$ cat src/rtl/video_timing_monitor.sv
// Sink-side video timing monitor: measures HS/VS/BLANK geometry on pixel_clk and reports lock.
// Optional frame checksum port and accumulator exist only when VIDEO_MON_CHECKSUM_EN is defined.
//
//  state   | meaning
//  SEARCH  | no frame reference yet; waiting for a VS fall to start measuring
//  MEASURE | counting consecutive matching frames toward lock
//  LOCKED  | timing matches the expected geometry
module video_timing_monitor #(
    parameter int HDISP       = 800,
    parameter int VDISP       = 480,
    parameter int HTOTAL      = 928,
    parameter int HPULSE      = 48,
    parameter int VTOTAL      = 525,
    parameter int LOCK_FRAMES = 2
) (
    input  logic        pixel_clk,
    input  logic        pixel_rst,
    input  logic        hs,
    input  logic        vs,
    input  logic        blank,
    input  logic [23:0] rgb,
    output logic        line_start,
    output logic        frame_start,
    output logic        locked,
    output logic [11:0] meas_htotal,
    output logic [11:0] meas_hpulse,
    output logic [11:0] meas_hactive,
    output logic [10:0] meas_vtotal,
    output logic [10:0] meas_vactive,
    output logic [7:0]  err_count
`ifdef VIDEO_MON_CHECKSUM_EN
    ,
    output logic [31:0] frame_sum
`endif
);

    typedef enum logic [1:0] {SEARCH, MEASURE, LOCKED} state_t;

    localparam logic [11:0] H_MAX     = '1;
    localparam logic [10:0] V_MAX     = '1;
    localparam logic [11:0] P_HTOTAL  = 12'(HTOTAL);
    localparam logic [11:0] P_HPULSE  = 12'(HPULSE);
    localparam logic [11:0] P_HDISP   = 12'(HDISP);
    localparam logic [10:0] P_VTOTAL  = 11'(VTOTAL);
    localparam logic [10:0] P_VDISP   = 11'(VDISP);
    localparam logic [3:0]  P_LOCK    = 4'(LOCK_FRAMES);
    localparam logic [11:0] LOS_LOAD  = 12'd4095;

    state_t      r_state, w_state_nxt;
    logic        r_hs1, r_hs2, r_vs1, r_vs2, r_blank1;
    logic [11:0] r_h_cnt, r_hp_cnt, r_ha_cnt, r_los_cnt;
    logic [10:0] r_v_cnt, r_va_cnt;
    logic        r_frame_bad, r_los_armed;
    logic [3:0]  r_good, w_good_nxt, w_good_inc;
    logic        w_hs_fall, w_vs_fall, w_line_bad, w_frame_ok, w_los, w_err_inc;
    logic [10:0] w_vtot_close, w_vact_close;

    assign w_hs_fall  = r_hs2 & ~r_hs1;
    assign w_vs_fall  = r_vs2 & ~r_vs1;
    assign w_good_inc = r_good + 4'd1;

    assign w_line_bad = (r_h_cnt != P_HTOTAL) || (r_hp_cnt != P_HPULSE)
                     || ((r_ha_cnt != '0) && (r_ha_cnt != P_HDISP))
                     || (r_h_cnt == H_MAX) || (r_hp_cnt == H_MAX) || (r_ha_cnt == H_MAX);

    // Frame totals as they stand once a coincident HS fall has closed its line
    assign w_vtot_close = (w_hs_fall && r_v_cnt != V_MAX) ? r_v_cnt + 11'd1 : r_v_cnt;
    assign w_vact_close = (w_hs_fall && r_ha_cnt != '0 && r_va_cnt != V_MAX)
                        ? r_va_cnt + 11'd1 : r_va_cnt;

    assign w_frame_ok = !r_frame_bad && !(w_hs_fall && w_line_bad)
                     && (w_vtot_close == P_VTOTAL) && (w_vact_close == P_VDISP)
                     && (w_vtot_close != V_MAX) && (w_vact_close != V_MAX);

    assign w_los = r_los_armed && (r_los_cnt == '0) && !w_hs_fall && (r_state != SEARCH);

    always_ff @(posedge pixel_clk or posedge pixel_rst) begin
        if (pixel_rst) begin
            r_hs1       <= 1'b0;
            r_hs2       <= 1'b0;
            r_vs1       <= 1'b0;
            r_vs2       <= 1'b0;
            r_blank1    <= 1'b0;
            line_start  <= 1'b0;
            frame_start <= 1'b0;
        end else begin
            r_hs1       <= hs;
            r_hs2       <= r_hs1;
            r_vs1       <= vs;
            r_vs2       <= r_vs1;
            r_blank1    <= blank;
            line_start  <= w_hs_fall;
            frame_start <= w_vs_fall;
        end
    end

    always_ff @(posedge pixel_clk or posedge pixel_rst) begin
        if (pixel_rst) begin
            r_h_cnt      <= '0;
            r_hp_cnt     <= '0;
            r_ha_cnt     <= '0;
            meas_htotal  <= '0;
            meas_hpulse  <= '0;
            meas_hactive <= '0;
        end else if (w_hs_fall) begin
            meas_htotal  <= r_h_cnt;
            meas_hpulse  <= r_hp_cnt;
            meas_hactive <= r_ha_cnt;
            r_h_cnt      <= 12'd1;
            r_hp_cnt     <= 12'd1;
            r_ha_cnt     <= {11'd0, r_blank1};
        end else begin
            if (r_h_cnt != H_MAX)
                r_h_cnt <= r_h_cnt + 12'd1;
            if (!r_hs1 && r_hp_cnt != H_MAX)
                r_hp_cnt <= r_hp_cnt + 12'd1;
            if (r_blank1 && r_ha_cnt != H_MAX)
                r_ha_cnt <= r_ha_cnt + 12'd1;
        end
    end

    always_ff @(posedge pixel_clk or posedge pixel_rst) begin
        if (pixel_rst) begin
            r_v_cnt      <= '0;
            r_va_cnt     <= '0;
            r_frame_bad  <= 1'b0;
            meas_vtotal  <= '0;
            meas_vactive <= '0;
        end else if (w_vs_fall) begin
            meas_vtotal  <= w_vtot_close;
            meas_vactive <= w_vact_close;
            r_v_cnt      <= '0;
            r_va_cnt     <= '0;
            r_frame_bad  <= 1'b0;
        end else if (w_hs_fall) begin
            r_v_cnt  <= w_vtot_close;
            r_va_cnt <= w_vact_close;
            if (w_line_bad)
                r_frame_bad <= 1'b1;
        end
    end

    // Loss-of-signal timer: reloads on every HS fall, fires once when it runs out
    always_ff @(posedge pixel_clk or posedge pixel_rst) begin
        if (pixel_rst) begin
            r_los_cnt   <= '0;
            r_los_armed <= 1'b0;
        end else if (w_hs_fall) begin
            r_los_cnt   <= LOS_LOAD;
            r_los_armed <= 1'b1;
        end else begin
            if (r_los_cnt != '0)
                r_los_cnt <= r_los_cnt - 12'd1;
            if (w_los)
                r_los_armed <= 1'b0;
        end
    end

    always_comb begin
        w_state_nxt = r_state;
        w_good_nxt  = r_good;
        w_err_inc   = 1'b0;
        case (r_state)
            SEARCH: begin
                if (w_vs_fall) begin
                    w_state_nxt = MEASURE;
                    w_good_nxt  = '0;
                end
            end
            MEASURE: begin
                if (w_los) begin
                    w_state_nxt = SEARCH;
                    w_good_nxt  = '0;
                    w_err_inc   = 1'b1;
                end else if (w_vs_fall) begin
                    if (w_frame_ok) begin
                        w_good_nxt = w_good_inc;
                        if (w_good_inc >= P_LOCK)
                            w_state_nxt = LOCKED;
                    end else begin
                        w_good_nxt = '0;
                        w_err_inc  = 1'b1;
                    end
                end
            end
            LOCKED: begin
                if (w_los) begin
                    w_state_nxt = SEARCH;
                    w_good_nxt  = '0;
                    w_err_inc   = 1'b1;
                end else if (w_vs_fall && !w_frame_ok) begin
                    w_state_nxt = MEASURE;
                    w_good_nxt  = '0;
                    w_err_inc   = 1'b1;
                end
            end
            default: begin
                w_state_nxt = SEARCH;
                w_good_nxt  = '0;
            end
        endcase
    end

    always_ff @(posedge pixel_clk or posedge pixel_rst) begin
        if (pixel_rst) begin
            r_state   <= SEARCH;
            r_good    <= '0;
            locked    <= 1'b0;
            err_count <= '0;
        end else begin
            r_state <= w_state_nxt;
            r_good  <= w_good_nxt;
            locked  <= (w_state_nxt == LOCKED);
            if (w_err_inc && err_count != 8'hFF)
                err_count <= err_count + 8'd1;
        end
    end

`ifdef VIDEO_MON_CHECKSUM_EN
    logic [23:0] r_rgb1;
    logic [31:0] r_acc;
    logic [9:0]  w_pix_sum;
    logic [31:0] w_pix_add;

    assign w_pix_sum = {2'b00, r_rgb1[23:16]} + {2'b00, r_rgb1[15:8]} + {2'b00, r_rgb1[7:0]};
    assign w_pix_add = r_blank1 ? {22'd0, w_pix_sum} : 32'd0;

    // The pixel seen in the VS-fall cycle starts the new frame's sum
    always_ff @(posedge pixel_clk or posedge pixel_rst) begin
        if (pixel_rst) begin
            r_rgb1    <= '0;
            r_acc     <= '0;
            frame_sum <= '0;
        end else begin
            r_rgb1 <= rgb;
            if (w_vs_fall) begin
                frame_sum <= r_acc;
                r_acc     <= w_pix_add;
            end else begin
                r_acc <= r_acc + w_pix_add;
            end
        end
    end
`else
    logic w_rgb_unused;
    assign w_rgb_unused = ^rgb;
`endif

endmodule

$ cat config.mk
export PLATFORM = sky130hd
export DESIGN_NAME = video_timing_monitor
export DESIGN_NICKNAME = d
export VERILOG_FILES = /design/src/rtl/video_timing_monitor.sv
export SDC_FILE = /design/constraint.sdc
export NUM_CORES = 1
export LEC_CHECK = 0
export BUFFER_PORTS_ARGS = -buffer_cell sky130_fd_sc_hd__buf_2
export CELL_PAD_IN_SITES_DETAIL_PLACEMENT = 1
export CELL_PAD_IN_SITES_GLOBAL_PLACEMENT = 1
export CORE_MARGIN = 2
export CORE_UTILIZATION = 44
export DETAILED_ROUTE_END_ITERATION = 16
export PLACE_DENSITY = 0.75
export SLEW_MARGIN = 30
export SYNTH_ARGS = -nofsm -noshare
export SYNTH_HDL_FRONTEND = slang
export SYNTH_SLANG_ARGS = --single-unit
$ cat constraint.sdc
create_clock -name pixel_clk -period 6.4 [get_ports pixel_clk]
set_clock_uncertainty 0.15 [all_clocks]
set_input_delay 0.64 -clock pixel_clk [delete_from_list [all_inputs] [get_ports pixel_clk]]
set_output_delay 0.64 -clock pixel_clk [all_outputs]
set_load 0.02 [all_outputs]
# Yosys cells after proc, flatten, opt, wreduce, memory -nomap -nowiden
# Cells that the tools add are included.
# Widths: inputs -> output; s select.
# word_totals
elab_cells	140
output_inout_bits	69
regBits	152
in_bits	29
# classes
n_bitwise	4
muxes	40
eq_ne	22
n_reduce_logical	41
n_addsub	8
magnitude_cmp	1
# ops
op	count
$mux 12	8
$mux 11	6
$ne 11x11->1 const B	4
$add 12x1->12 const B	3
$eq 12x12->1 const B	3
$ne 12x12->1 const B	3
$mux 4	6
$ne 12x10->1 const B	2
$reduce_bool 12->1	2
$add 11x1->11 const B	2
$logic_and 1x1->1	17
$reduce_bool 2->1	8
$mux 2	7
$logic_not 12->1	1
$ne 12x6->1 const B	1
$pmux 4 s3	1
$sub 12x1->12 const B	1
$eq 11x10->1 const B	1
$eq 11x9->1 const B	1
$mux 1	10
$add 8x1->8 const B	1
$ne 8x8->1 const B	1
$ne 3x3->1 const B	2
$pmux 2 s3	1
13 further kinds	24

# Depth between registers and ports, before layout
# logic_depth
word_depth	19
ltp_mapped	11
ltp_nobuf	11

# Least setup slack after synthesis
# OpenSTA, ideal clock, no wires.
# synth_timing
path_kind	register -> register
from	register r_v_cnt[0]
to	register err_count[1]
setup_ps	128
path_buffers	0
path_slack_ps	3528
period_less_slack_ps	2872
path_stages_with_launch	9
arrival_ps	2594
t_required_ps	6122
cell_sequence	dfrtp_1 ha_1 nand3_1 o41ai_2 a31oi_1 nor4b_4 nand4_4 o21ai_4 mux2_1
# synth_between
elab_chain_cells	14
elab_cells_between_ends	19
cone_classes	1 x add/sub; 3 x eq/ne; 7 x mux; 8 x reduce/logical
# synth_rtl
item	line_no	text
start, declared	52	logic [10:0] r_v_cnt, r_va_cnt;
start signal, assigned	136	r_v_cnt <= w_vtot_close;
branches (longest 2 deep; another with $add 11x1->11)	-	
$mux 11 (*)	67	assign w_vtot_close = (w_hs_fall && r_v_cnt != V_MAX) ? r_v_cnt + 11'd1 : r_v_cnt;
$eq 11x10->1	72	&& (w_vtot_close == P_VTOTAL) && (w_vact_close == P_VDISP)
$logic_and 1x1->1 (2 in a row)	72	
$logic_and 1x1->1 (*) (2 in a row)	73	&& (w_vtot_close != V_MAX) && (w_vact_close != V_MAX);
$logic_not 1->1	191	end else if (w_vs_fall && !w_frame_ok) begin
$logic_and 1x1->1	191	
$mux 1	191	
$mux 1	187	if (w_los) begin
$pmux 1 s2 (*)	163	case (r_state)
$logic_and 1x1->1 (*)	214	if (w_err_inc && err_count != 8'hFF)
end signal, assigned	215	err_count <= err_count + 8'd1;
end, declared	30	output logic [7:0] err_count
# Mark *: on every way between the ends.
# A chain may end at the register's enable or synchronous reset.

# Worst setup path after layout
# layout_timing
from	register r_hs1
to	register err_count[1]
# layout_between
elab_chain_cells	15
elab_cells_between_ends	30
cone_classes	4 x eq/ne; 8 x mux; 2 x bitwise; 16 x reduce/logical
# layout_rtl
item	line_no	text
start, declared	50	logic r_hs1, r_hs2, r_vs1, r_vs2, r_blank1;
start signal, assigned	87	r_hs1 <= hs;
$not 1->1 (*)	58	assign w_hs_fall = r_hs2 & ~r_hs1;
$and 1x1->1 (*)	58	
$logic_and 1x1->1, on equally long branches	67, 68, 71	
$mux 11 (tied with other cells)	67	
$eq 11x10->1 (tied with other cells)	72	
$logic_and 1x1->1 or $eq 11x9->1 (tied branches)	72	
$logic_and 1x1->1	72	
$logic_and 1x1->1 (2 in a row)	73	
$logic_not 1->1	191	
$logic_and 1x1->1	191	
$mux 1	191	
$mux 1	187	
$pmux 1 s2 (*)	163	
$logic_and 1x1->1 (*)	214	
# Mark *: on every way between the ends. The rest lies on a longest branch, timed or not.

==> flow_summary.ini <==
[outcome]
status = finished, final reports clean

[logic_synthesis]
synth_top_cell_by_area = dfrtp_1
mappedNetlistNets = 775
async_reset_ff_share_pct = 100.0
synth_ff_type = dfrtp_1
ys_ff_latch = 152
yosys-top-cells-count = nand2_1, dfrtp_1, nor2_1, o21ai_0, xor2_1
syn-instance-count = 730
ys_warn_count = 0
synth-edff-count = 0
netlist_area_um2 = 7066
synth_cell_type_count = 67
seq_area_frac_synth_pct = 53.83
avgSynthCellArea_um2 = 9.679
yosysMostFrequentCell = nand2_1
synth_area_leaders = dfrtp_1, nand2_1, xor2_1
synth_top_area_share_pct = 53.83

[cts]
cts_setup_buffers = 0
clock-sinks = 152
tritoncts = yes
cts_made_buffers = 17
clk_path_buf_depth = 2
cts_root_buf = clkbuf_16
worst_skew_pair.late_latency_ps = 430
cts_resized = 0
clk_pin_slew_ps = 60
htreeDepth = 4
cts_hold_buffers = 0

[placed_design]
port_buffers = 73
dp_worst_setup_slack_ps = 2934
gp_congestion = 0.8281
place_inst = 997
dp_hpwl_mm = 11.51

[floorplan]
die-height_um = 130.7
io_pins = 98
core_um2 = 15770
dieArea_um2 = 17090
rows = 46
die_w_um = 130.7
initial_core_util_pct = 44.80

[drt]
drt_iter0_drc = 281
drt-total-wl_mm = 17.16
detail_route.first_pass.iterations = 4
ant_nets = 0
vias = 5455
avgViaCountPerCell = 5.306
post-route-drc-count = 0
post_drt_wl_per_cell_um = 16.69

[sta]
layout_min_cycle_time_ps = 3440
timing.final.ws_setup_ps = 2960
setup_viol = 0
tightest_slew_ps = 839.0
finalCritPeriodShare_pct = 53.75
fmax_mhz = 290.7
slew_headroom_pct = 44.06
finalHoldViolCount = 0
rsz0062_at_grt = false
finalSetupTns_ps = 0
finalMaxSlewViolations = 0

[critical_path]
cp-end-kind = register
critPathRequiredTime_ps = 6560
critPathMaxFanout = 64
cp_slowest_cell = nand2b_2
crit_chain = nand2b_2 > inv_2 > buf_4 > o32ai_1 > nand3_1 > nor4b_4 > nand4_4 > o21ai_4 > mux2_1
reg2reg_from = r_hs1
cp-startpoint = r_hs1
startpoint_type = register
critPathBufInv = 2
cp_top_family = simple AND/OR/NAND/NOR gates
slowest_delay_ps = 480
crit_type = register to register
worstPathArrival_ps = 3600

[pwr]
irDropWorstVdd_mv = 0.2507
power_mw = 2.530
power_density_nw_per_um2 = 308.3
leakagePower_nw = 3.940

[layout]
area_delta_synth_final_pct = 16.17
seq_area_um2 = 3804
final_layout_size_suffix_gt1_share_pct = 16.50
fin_nets = 845
fillers = 1902
layoutNonFillerInstCount = 1028
multi_input_area_um2 = 3067
utilization_pct = 52.05
num_antenna_cells = 0

[worst_hold_path]
hold_class = primary input to register
hold_start = hs

[grt]
overflow = 0
grt_max_degree = 96
antenna_found_initial = 0
grt_first_pass_wirelength_mm = 28.89
grt_use_total_pct = 21.71
first_global_vias = 5791

[run]
drv_cap = 0
==> layout make-up <==
type	count	share of cell area [%]
Multi-Input combinational cell	529	37.36
Tap cell	216	3.293
Sequential cell	152	46.34
Inverter	24	1.159
Timing Repair Buffer	76	4.726
Clock inverter	7	1.128
Clock buffer	24	5.991
==> metrics by stage <==
stage / cell area [µm²] / hold WS [ps]
after global placement: 7624 / 207.0
final: 8208 / 164.3
after CTS: 8208 / 150.4
after floorplan: 7066 / 198.5
after global routing: 8208 / 143.7
after detailed placement: 7624 / 223.2
==> layer usage <==
metal	track usage [%]	vias up	wire (µm)
met5	0	-	0
met4	6.508	0	251
met3	5.212	25	431
met2	37.62	74	8768
met1	27.11	2730	7710
li1	-	2626	-
==> cells in the final DEF (no fill, tap or decap), types with 9 or more instances in the layout <==
cell type and instances:
nand2_1 161, inv_1 21, o21ai_0 53, nor3_1 15
xor2_1 34, and3_1 9, nor2_1 68, xnor2_1 19
nand4_1 14, dfrtp_1 152, a21oi_1 12, clkbuf_16 17
ha_1 16, nand3_1 32, a31oi_1 11, buf_2 73
==> state kept, by name, summed over array words and instances (netlist names), 12 cells and up <==
register and count:
r_los_cnt 12, meas_htotal 12, meas_hactive 12, r_hp_cnt 12
meas_hpulse 12, r_ha_cnt 12, r_h_cnt 12
==> power by group <==
part / total, mW / internal [mW] / switching [mW]
combinational: 0.393 / 0.137 / 0.256
sequential: 1.14 / 1.05 / 0.0943
clock: 0.996 / 0.612 / 0.384
total: 2.53 / 1.80 / 0.734
==> cell families (layout without fill, tap and decap cells) <==
| logic type | Yosys count | after routing | synth area share [%] |
|---|---|---|---|
| xor gates and xnor gates | 53 | 53 | 6.570 |
| buffers and inverters | 49 | 131 | 2.798 |
| adders and majority gates | 16 | 16 | 2.833 |
| and+or+nand+nor | 353 | 353 | 24.10 |
| AOI/OAI and AO/OA | 102 | 102 | 9.138 |
| muxes | 5 | 5 | 0.7261 |
| DFF | 152 | 152 | 53.83 |
==> worst register-to-register path, delay by kind of cell (launching register included) <==
family | cells | cell delay [ps]
and+or+nand+nor | 4 | 1260
AOI/OAI and AO/OA | 2 | 670
buffers and inverters | 2 | 510
DFF | 1 | 380
muxes | 1 | 360
==> path summary, 6_finish.rpt <==
check,end,slack [ps],cells after the start
setup reg to reg,err_count[1],2960,9
setup / recovery,err_count[1],2960,9
hold reg to reg,r_vs2,230,0
max in group asynchronous,meas_hactive[7],4570,3
hold / removal,r_hs1,160,1
min in group asynchronous,meas_htotal[11],250,2
Power figures use the tool's default switching activity.
